<file path="src/rtl/uart_pkg.sv">
// Shared UART definitions: frame state encoding, datapath widths and baud divisor.
// Imported by both the transmitter and the receiver so framing stays consistent.
package uart_pkg;

  localparam int BAUD_WIDTH = 16;
  localparam int DATA_WIDTH = 8;

  typedef enum logic [2:0] {
    IDLE   = 3'd0,
    START  = 3'd1,
    DATA   = 3'd2,
    PARITY = 3'd3,
    STOP   = 3'd4
  } uart_state_t;

  // Baud divisor, truncated; 25 MHz / 115200 gives 217.
  function automatic int clks_per_baud(input int clk_freq, input int baud_rate);
    return clk_freq / baud_rate;
  endfunction

endpackage

</file>
<file path="src/rtl/uart_tx_if.sv">
// Host-side bundle of the UART transmitter: byte write port, status and serial line.
// The host drives through master; the transmitter sits behind slave.
interface uart_tx_if;

  logic [uart_pkg::DATA_WIDTH-1:0] data_i;
  logic                            wr_i;
  logic                            full_o;
  logic                            busy_o;
  logic                            uart_tx_o;

  modport master (output data_i, wr_i, input full_o, busy_o, uart_tx_o);
  modport slave  (input data_i, wr_i, output full_o, busy_o, uart_tx_o);

endinterface

</file>
<file path="src/rtl/uart_tx_fifo.sv">
// Synchronous FIFO with registered fill count and full flag; DEPTH must be a power of 2.
// Push is ignored while full and pop while empty, so callers may assert them blindly.
module uart_tx_fifo #(
  parameter int WIDTH = 8,
  parameter int DEPTH = 4
) (
  input  logic             clk_i,
  input  logic             rst_i,
  input  logic             push,
  input  logic             pop,
  input  logic [WIDTH-1:0] din,
  output logic [WIDTH-1:0] dout,
  output logic             empty,
  output logic             full
);

  localparam int AW = $clog2(DEPTH);
  localparam logic [AW:0] LAST_FREE = (AW + 1)'(DEPTH - 1);

  logic [WIDTH-1:0] mem [DEPTH];
  logic [AW-1:0]    wr_ptr;
  logic [AW-1:0]    rd_ptr;
  logic [AW:0]      count;
  logic             do_push;
  logic             do_pop;

  assign do_push = push & ~full;
  assign do_pop  = pop & ~empty;
  assign empty   = (count == '0);
  assign dout    = mem[rd_ptr];

  always_ff @(posedge clk_i or posedge rst_i) begin
    if (rst_i) begin
      wr_ptr <= '0;
      rd_ptr <= '0;
      count  <= '0;
      full   <= 1'b0;
    end else begin
      if (do_push) wr_ptr <= wr_ptr + AW'(1);
      if (do_pop)  rd_ptr <= rd_ptr + AW'(1);
      // A simultaneous push and pop leaves count and full untouched.
      case ({do_push, do_pop})
        2'b10: begin
          count <= count + (AW + 1)'(1);
          full  <= (count == LAST_FREE);
        end
        2'b01: begin
          count <= count - (AW + 1)'(1);
          full  <= 1'b0;
        end
        default: ;
      endcase
    end
  end

  // NOTE: storage is deliberately not reset; the pointers and count define validity.
  always_ff @(posedge clk_i) begin
    if (do_push) mem[wr_ptr] <= din;
  end

endmodule

</file>
<file path="src/rtl/uart_tx.sv">
// UART transmitter: byte FIFO feeding an 8N1 (optional parity) serialiser, LSB first.
// The line flop follows the frame state one cycle later, giving a glitch-free output.
module uart_tx
  import uart_pkg::*;
#(
  parameter int CLK_FREQ   = 25_000_000,
  parameter int BAUD_RATE  = 115200,
  parameter int PARITY_EN  = 0,
  parameter int PARITY_ODD = 0,
  parameter int FIFO_DEPTH = 4
) (
  input  logic      clk_i,
  input  logic      rst_i,
  uart_tx_if.slave  bus
);

  localparam int                    CLKS_PER_BAUD = clks_per_baud(CLK_FREQ, BAUD_RATE);
  localparam logic [BAUD_WIDTH-1:0] BAUD_LAST     = BAUD_WIDTH'(CLKS_PER_BAUD - 1);

  uart_state_t           state;
  logic [BAUD_WIDTH-1:0] baud_cnt;
  logic [2:0]            bit_cnt;
  logic [DATA_WIDTH-1:0] shift;
  logic                  par_bit;
  logic                  tx_q;

  logic [DATA_WIDTH-1:0] fifo_dout;
  logic                  fifo_empty;
  logic                  fifo_full;
  logic                  baud_end;
  logic                  load;

  assign baud_end = (baud_cnt == BAUD_LAST);
  // Pop from idle, or at the end of a stop bit so frames run back to back.
  assign load     = ~fifo_empty & ((state == IDLE) | ((state == STOP) & baud_end));

  uart_tx_fifo #(
    .WIDTH (DATA_WIDTH),
    .DEPTH (FIFO_DEPTH)
  ) u_fifo (
    .clk_i (clk_i),
    .rst_i (rst_i),
    .push  (bus.wr_i),
    .pop   (load),
    .din   (bus.data_i),
    .dout  (fifo_dout),
    .empty (fifo_empty),
    .full  (fifo_full)
  );

  always_ff @(posedge clk_i or posedge rst_i) begin
    if (rst_i) begin
      state    <= IDLE;
      baud_cnt <= '0;
      bit_cnt  <= '0;
      shift    <= '0;
      par_bit  <= 1'b0;
      tx_q     <= 1'b1;
    end else begin
      if (state == IDLE || baud_end) baud_cnt <= '0;
      else                           baud_cnt <= baud_cnt + BAUD_WIDTH'(1);

      case (state)
        IDLE: begin
          tx_q <= 1'b1;
          if (load) begin
            shift   <= fifo_dout;
            par_bit <= (^fifo_dout) ^ (PARITY_ODD != 0);
            bit_cnt <= '0;
            state   <= START;
          end
        end
        START: begin
          tx_q <= 1'b0;
          if (baud_end) state <= DATA;
        end
        DATA: begin
          tx_q <= shift[0];
          if (baud_end) begin
            shift   <= shift >> 1;
            bit_cnt <= bit_cnt + 3'd1;
            if (bit_cnt == 3'd7) state <= (PARITY_EN != 0) ? PARITY : STOP;
          end
        end
        PARITY: begin
          tx_q <= par_bit;
          if (baud_end) state <= STOP;
        end
        STOP: begin
          tx_q <= 1'b1;
          if (baud_end) begin
            if (load) begin
              shift   <= fifo_dout;
              par_bit <= (^fifo_dout) ^ (PARITY_ODD != 0);
              bit_cnt <= '0;
              state   <= START;
            end else begin
              state   <= IDLE;
            end
          end
        end
        default: begin
          tx_q  <= 1'b1;
          state <= IDLE;
        end
      endcase
    end
  end

  assign bus.uart_tx_o = tx_q;
  assign bus.full_o    = fifo_full;
  assign bus.busy_o    = (state != IDLE) | ~fifo_empty;

endmodule

</file>
<file path="src/flat_wrapper.sv">
// flat-port wrapper written by rule: the top's interface ports become plain ports
module uart_tx_flat import uart_pkg::*;
#(
  parameter int CLK_FREQ   = 25_000_000,
  parameter int BAUD_RATE  = 115200,
  parameter int PARITY_EN  = 0,
  parameter int PARITY_ODD = 0,
  parameter int FIFO_DEPTH = 4
)
  (clk_i, rst_i, bus_data_i, bus_wr_i, bus_full_o, bus_busy_o, bus_uart_tx_o);
  uart_tx_if bus_i ();
  input  logic clk_i;
  input  logic rst_i;
  input wire logic [$bits(bus_i.data_i)-1:0] bus_data_i;
  input wire logic [$bits(bus_i.wr_i)-1:0] bus_wr_i;
  output wire logic [$bits(bus_i.full_o)-1:0] bus_full_o;
  output wire logic [$bits(bus_i.busy_o)-1:0] bus_busy_o;
  output wire logic [$bits(bus_i.uart_tx_o)-1:0] bus_uart_tx_o;
  assign bus_i.data_i = bus_data_i;
  assign bus_i.wr_i = bus_wr_i;
  assign bus_full_o = bus_i.full_o;
  assign bus_busy_o = bus_i.busy_o;
  assign bus_uart_tx_o = bus_i.uart_tx_o;
  uart_tx #(.CLK_FREQ(CLK_FREQ), .BAUD_RATE(BAUD_RATE), .PARITY_EN(PARITY_EN), .PARITY_ODD(PARITY_ODD), .FIFO_DEPTH(FIFO_DEPTH)) u_core (.clk_i(clk_i), .rst_i(rst_i), .bus(bus_i));
endmodule
</file>
<file path="config.mk">
export PLATFORM = sky130hd
export DESIGN_NAME = uart_tx_flat
export DESIGN_NICKNAME = d
export VERILOG_FILES = /design/src/rtl/uart_pkg.sv /design/src/rtl/uart_tx_if.sv /design/src/rtl/uart_tx_fifo.sv /design/src/rtl/uart_tx.sv /design/src/flat_wrapper.sv
export SDC_FILE = /design/constraint.sdc
export NUM_CORES = 1
export LEC_CHECK = 0
export BUFFER_PORTS_ARGS = -buffer_cell sky130_fd_sc_hd__clkbuf_2
export CORE_UTILIZATION = 29
export CTS_CLUSTER_DIAMETER = 80
export DETAILED_ROUTE_END_ITERATION = 12
export PLACE_DENSITY = 0.45
export SYNTH_ARGS = -nofsm -noshare
export SYNTH_HDL_FRONTEND = slang
export SYNTH_SLANG_ARGS = --single-unit
</file>
<file path="constraint.sdc">
create_clock -name clk_i -period 3.6 [get_ports clk_i]
set_input_delay 0.18 -clock clk_i [delete_from_list [all_inputs] [get_ports clk_i]]
set_output_delay 0.18 -clock clk_i [all_outputs]
set_load 0.01 [all_outputs]
</file>
==> impl_metrics.env <==
export IMPL_outcome="finished, final reports clean"
export IMPL_first_pass_iters=4
export IMPL_crit_type="reg -> reg"
export IMPL_crit_top_cell="ha_1"
export IMPL_drt_total_wl_um=5620
export IMPL_syn_area_um2=3240
export IMPL_rrSetupSlack_ns=0.81
export IMPL_dr_total_vias=1800
export IMPL_p_int_w=0.00176
export IMPL_worstPathArrival_ns=3.03
export IMPL_cts_root_buf="clkbuf_8"
export IMPL_critPathBufInv=2
export IMPL_worstPathCellList="inv_1 -> ha_1 -> or4b_1 -> nand4b_4 -> a21oi_1 -> buf_4 -> ha_1 -> fa_1 -> mux2_2"
export IMPL_cts_tree="built"
export IMPL_syn_avg_cell_area_um2=13.7
export IMPL_rsz0062_at_grt="no"
export IMPL_crit_path_end_kind="register"
export IMPL_antenna_found_initial=0
export IMPL_yosysTopAreaCellShare=0.302
export IMPL_antennaDiodeCount=0
export IMPL_die_area_um2=11600
export IMPL_hp_class="in -> reg"
export IMPL_htreeDepth=3
export IMPL_timing_rr_start="u_core.baud_cnt[0]$_DFF_PP0_"
export IMPL_slowest_stage="dfrtp_1"
export IMPL_fillers=1082
export IMPL_powerDensity_nw_per_um2=730
export IMPL_design_power_total_w=0.00266
export IMPL_syn_to_final_growth_pct=12.9
export IMPL_finalSetupViolCount=0
export IMPL_synthCells=237
export IMPL_cts_sinks=72
export IMPL_drive_above_1_share=0.176
export IMPL_hp_start="bus_data_i[4]"
export IMPL_drt_iter0_drc=77
export IMPL_rows=38
export IMPL_cts_path_max_buffers=2
export IMPL_synth_area_top_cells="dfrtp_1 (30%), edfxtp_1 (30%), mux4_2 (5.6%), xnor2_1 (4.1%), ha_1 (3.5%)"
export IMPL_finalHoldViolations=0
export IMPL_postCtsSetupRepairBufs=0
export IMPL_track_usage=0.110
export IMPL_io_pins=14
export IMPL_dp_slack_ns=0.815
export IMPL_grt_pass1_wl_um=9510
export IMPL_synth_nets=258
export IMPL_cp_start_kind="register"
export IMPL_hpwl_um=3680
export IMPL_clkPwrFrac=0.230
export IMPL_p_leak_nw=1.45
export IMPL_netSwitchingFraction=0.338
export IMPL_period_minus_slack_ns=2.79
export IMPL_viasPerCell=4.48
export IMPL_maxSlewViolCount=0
export IMPL_grt_ovfl_total=0
export IMPL_clk_latency_ns=0.35
export IMPL_die_w_um=108
export IMPL_worst_slew_pin_slew_ns=0.598
export IMPL_critical_path_top_delay_family="adder cells"
export IMPL_worst_path_stages=9
export IMPL_cts_made_buffers=9
export IMPL_ys_ff_latch=72
export IMPL_tns_ns=0
export IMPL_ys_seq_area_frac=0.607
export IMPL_endpoint="u_core.u_fifo.count[1]$_DFFE_PP0P_"
export IMPL_peakVddDrop_mv=0.233
export IMPL_portBuffers=13
export IMPL_pwr_share_comb=0.296
export IMPL_grt_max_degree=37
export IMPL_slowest_delay_ns=0.46
export IMPL_yosys_area_top_type="dfrtp_1"
export IMPL_critPathMaxFanout=16
export IMPL_post_route_drc_count=0
export IMPL_seq_power_share=0.474
export IMPL_ys_async_sr_fraction=0.556
export IMPL_grt_pass1_vias=1782
export IMPL_initial_core_util=0.298
export IMPL_crit_start="u_core.baud_cnt[0]$_DFF_PP0_"
export IMPL_ys_flop_type="dfrtp_1"
export IMPL_critPathRequiredTime_ns=3.84
export IMPL_synth_edf_count=32
export IMPL_path_clk_slew_ns=0.09
export IMPL_r2r_end="u_core.u_fifo.count[1]$_DFFE_PP0P_"
export IMPL_synth_cell_types=41
export IMPL_fin_ws_ns=0.808
export IMPL_wl_per_cell_um=14.0
export IMPL_power_switching_w=0.000900
export IMPL_fin_util=0.337
export IMPL_globalplace_congestion=0.694
export IMPL_core_um2=10800
export IMPL_post_route_period_util=0.775
export IMPL_die_h_um=108
export IMPL_drv_cap=0
export IMPL_antenna_left=0
export IMPL_yosys_warnings=0
export IMPL_skew_ns=0.0113
export IMPL_reg2reg_depth=9
export IMPL_slew_headroom=0.601
export IMPL_fmax_mhz=358
export IMPL_nets=278
==> sequential cells by signal (all words and copies together) (netlist names) <==
signal / flops
u_core.baud_cnt: 16
u_core.bit_cnt: 3
u_core.bus.uart_tx_o: 1
u_core.par_bit: 1
u_core.shift: 8
u_core.state: 3
u_core.u_fifo.count: 3
u_core.u_fifo.full: 1
u_core.u_fifo.mem: 32
u_core.u_fifo.rd_ptr: 2
u_core.u_fifo.wr_ptr: 2
==> logic make-up after synthesis <==
logic type      synth area share
compound gates            0.0630
xor+xnor                  0.0677
fa+ha+maj                 0.0410
buf+inv                   0.0267
flops                      0.607
mux                       0.0623
simple gates               0.133
==> placed cells by master (no fill, tap or decap), types with 3 or more instances in the layout <==
cell | netlist | routed
o21ai_0 | 5 | 5
clkbuf_2 | 0 | 13
a21oi_1 | 7 | 7
nand3_1 | 3 | 3
xnor2_1 | 15 | 15
and4_1 | 4 | 4
mux4_2 | 8 | 8
ha_1 | 9 | 9
nand4_1 | 3 | 3
dfrtp_1 | 39 | 39
xor2_1 | 10 | 10
nand3b_1 | 3 | 3
edfxtp_1 | 32 | 32
and2_1 | 6 | 6
o21ai_1 | 3 | 3
nand2b_1 | 7 | 7
clkbuf_8 | 0 | 9
nand2_1 | 13 | 13
inv_1 | 12 | 12
buf_4 | 0 | 3
o221a_1 | 7 | 7
inv_6 | 0 | 3
nor2_1 | 19 | 19
or3_1 | 4 | 4
==> final cells by class <==
class | instances | area (um2) | area share
well taps | 140 | 175 | 0.0480
clock inverters | 7 | 61.3 | 0.0168
multi-input cells | 145 | 1190 | 0.325
repair buffers | 17 | 97.6 | 0.0267
inverters | 12 | 45.0 | 0.0123
clock buffers | 9 | 124 | 0.0339
flip-flops and latches | 72 | 1960 | 0.538
==> through the flow <==
step / std cells / area (um2) / hold slack, ns
floorplan: 237 / 3240 / 0.279
global placement: 385 / 3460 / 0.0708
detailed placement: 385 / 3460 / 0.0743
CTS: 402 / 3650 / 0.0301
global route: 402 / 3650 / 0.0384
finish: 402 / 3650 / 0.0511
==> power by group through the flow <==
| stage | Combinational [W] | Sequential (W) | Clock [W] |
|---|---|---|---|
| final | 0.000790 | 0.00126 | 0.000612 |
| after global routing | 0.000888 | 0.00130 | 0.000669 |
| after CTS | 0.000807 | 0.00127 | 0.000637 |
| after detailed placement | 0.000803 | 0.00129 | 0 |
| after global placement | 0.000806 | 0.00128 | 0 |
| after floorplan | 0.000703 | 0.00119 | 0 |
==> synth_stat cells (3+ instances only) <==
master / instances
ha_1: 9
inv_1: 12
or3_1: 4
nand4_1: 3
o21ai_1: 3
clkbuf_1: 4
edfxtp_1: 32
nand3_1: 3
and4_1: 4
nand2_1: 13
mux4_2: 8
nor2_1: 19
nand3b_1: 3
o221a_1: 7
nand2b_1: 7
and2_1: 6
xor2_1: 10
a21oi_1: 7
xnor2_1: 15
buf_2: 3
dfrtp_1: 39
o21ai_0: 5
==> routing by layer <==
layer / GRT usage / wire length (um)
met3: 0.0309 / 172
met2: 0.155 / 2410
met4: 0.0470 / 86
met5: 0 / 0
met1: 0.156 / 2940
==> worst min-delay path by stage <==
stage                                    endpoint  depth (start not counted)
5_1_grt         u_core.u_fifo.mem[3][0]$_DFFE_PP_                          1
2_1_floorplan   u_core.u_fifo.mem[0][0]$_DFFE_PP_                          0
6_report        u_core.u_fifo.mem[3][4]$_DFFE_PP_                          1
3_5_place_dp   u_core.u_fifo.count[0]$_DFFE_PP0P_                          2
4_1_cts         u_core.u_fifo.mem[0][3]$_DFFE_PP_                          1
3_3_place_gp   u_core.u_fifo.count[0]$_DFFE_PP0P_                          2
==> timing repair <==
| action | in CTS | in global routing |
|---|---|---|
| gates resized for setup | 0 | 0 |
| endpoints found under the hold margin | 4 | 0 |
| hold buffers | 1 | 0 |
(Power assumes the default switching activity.)
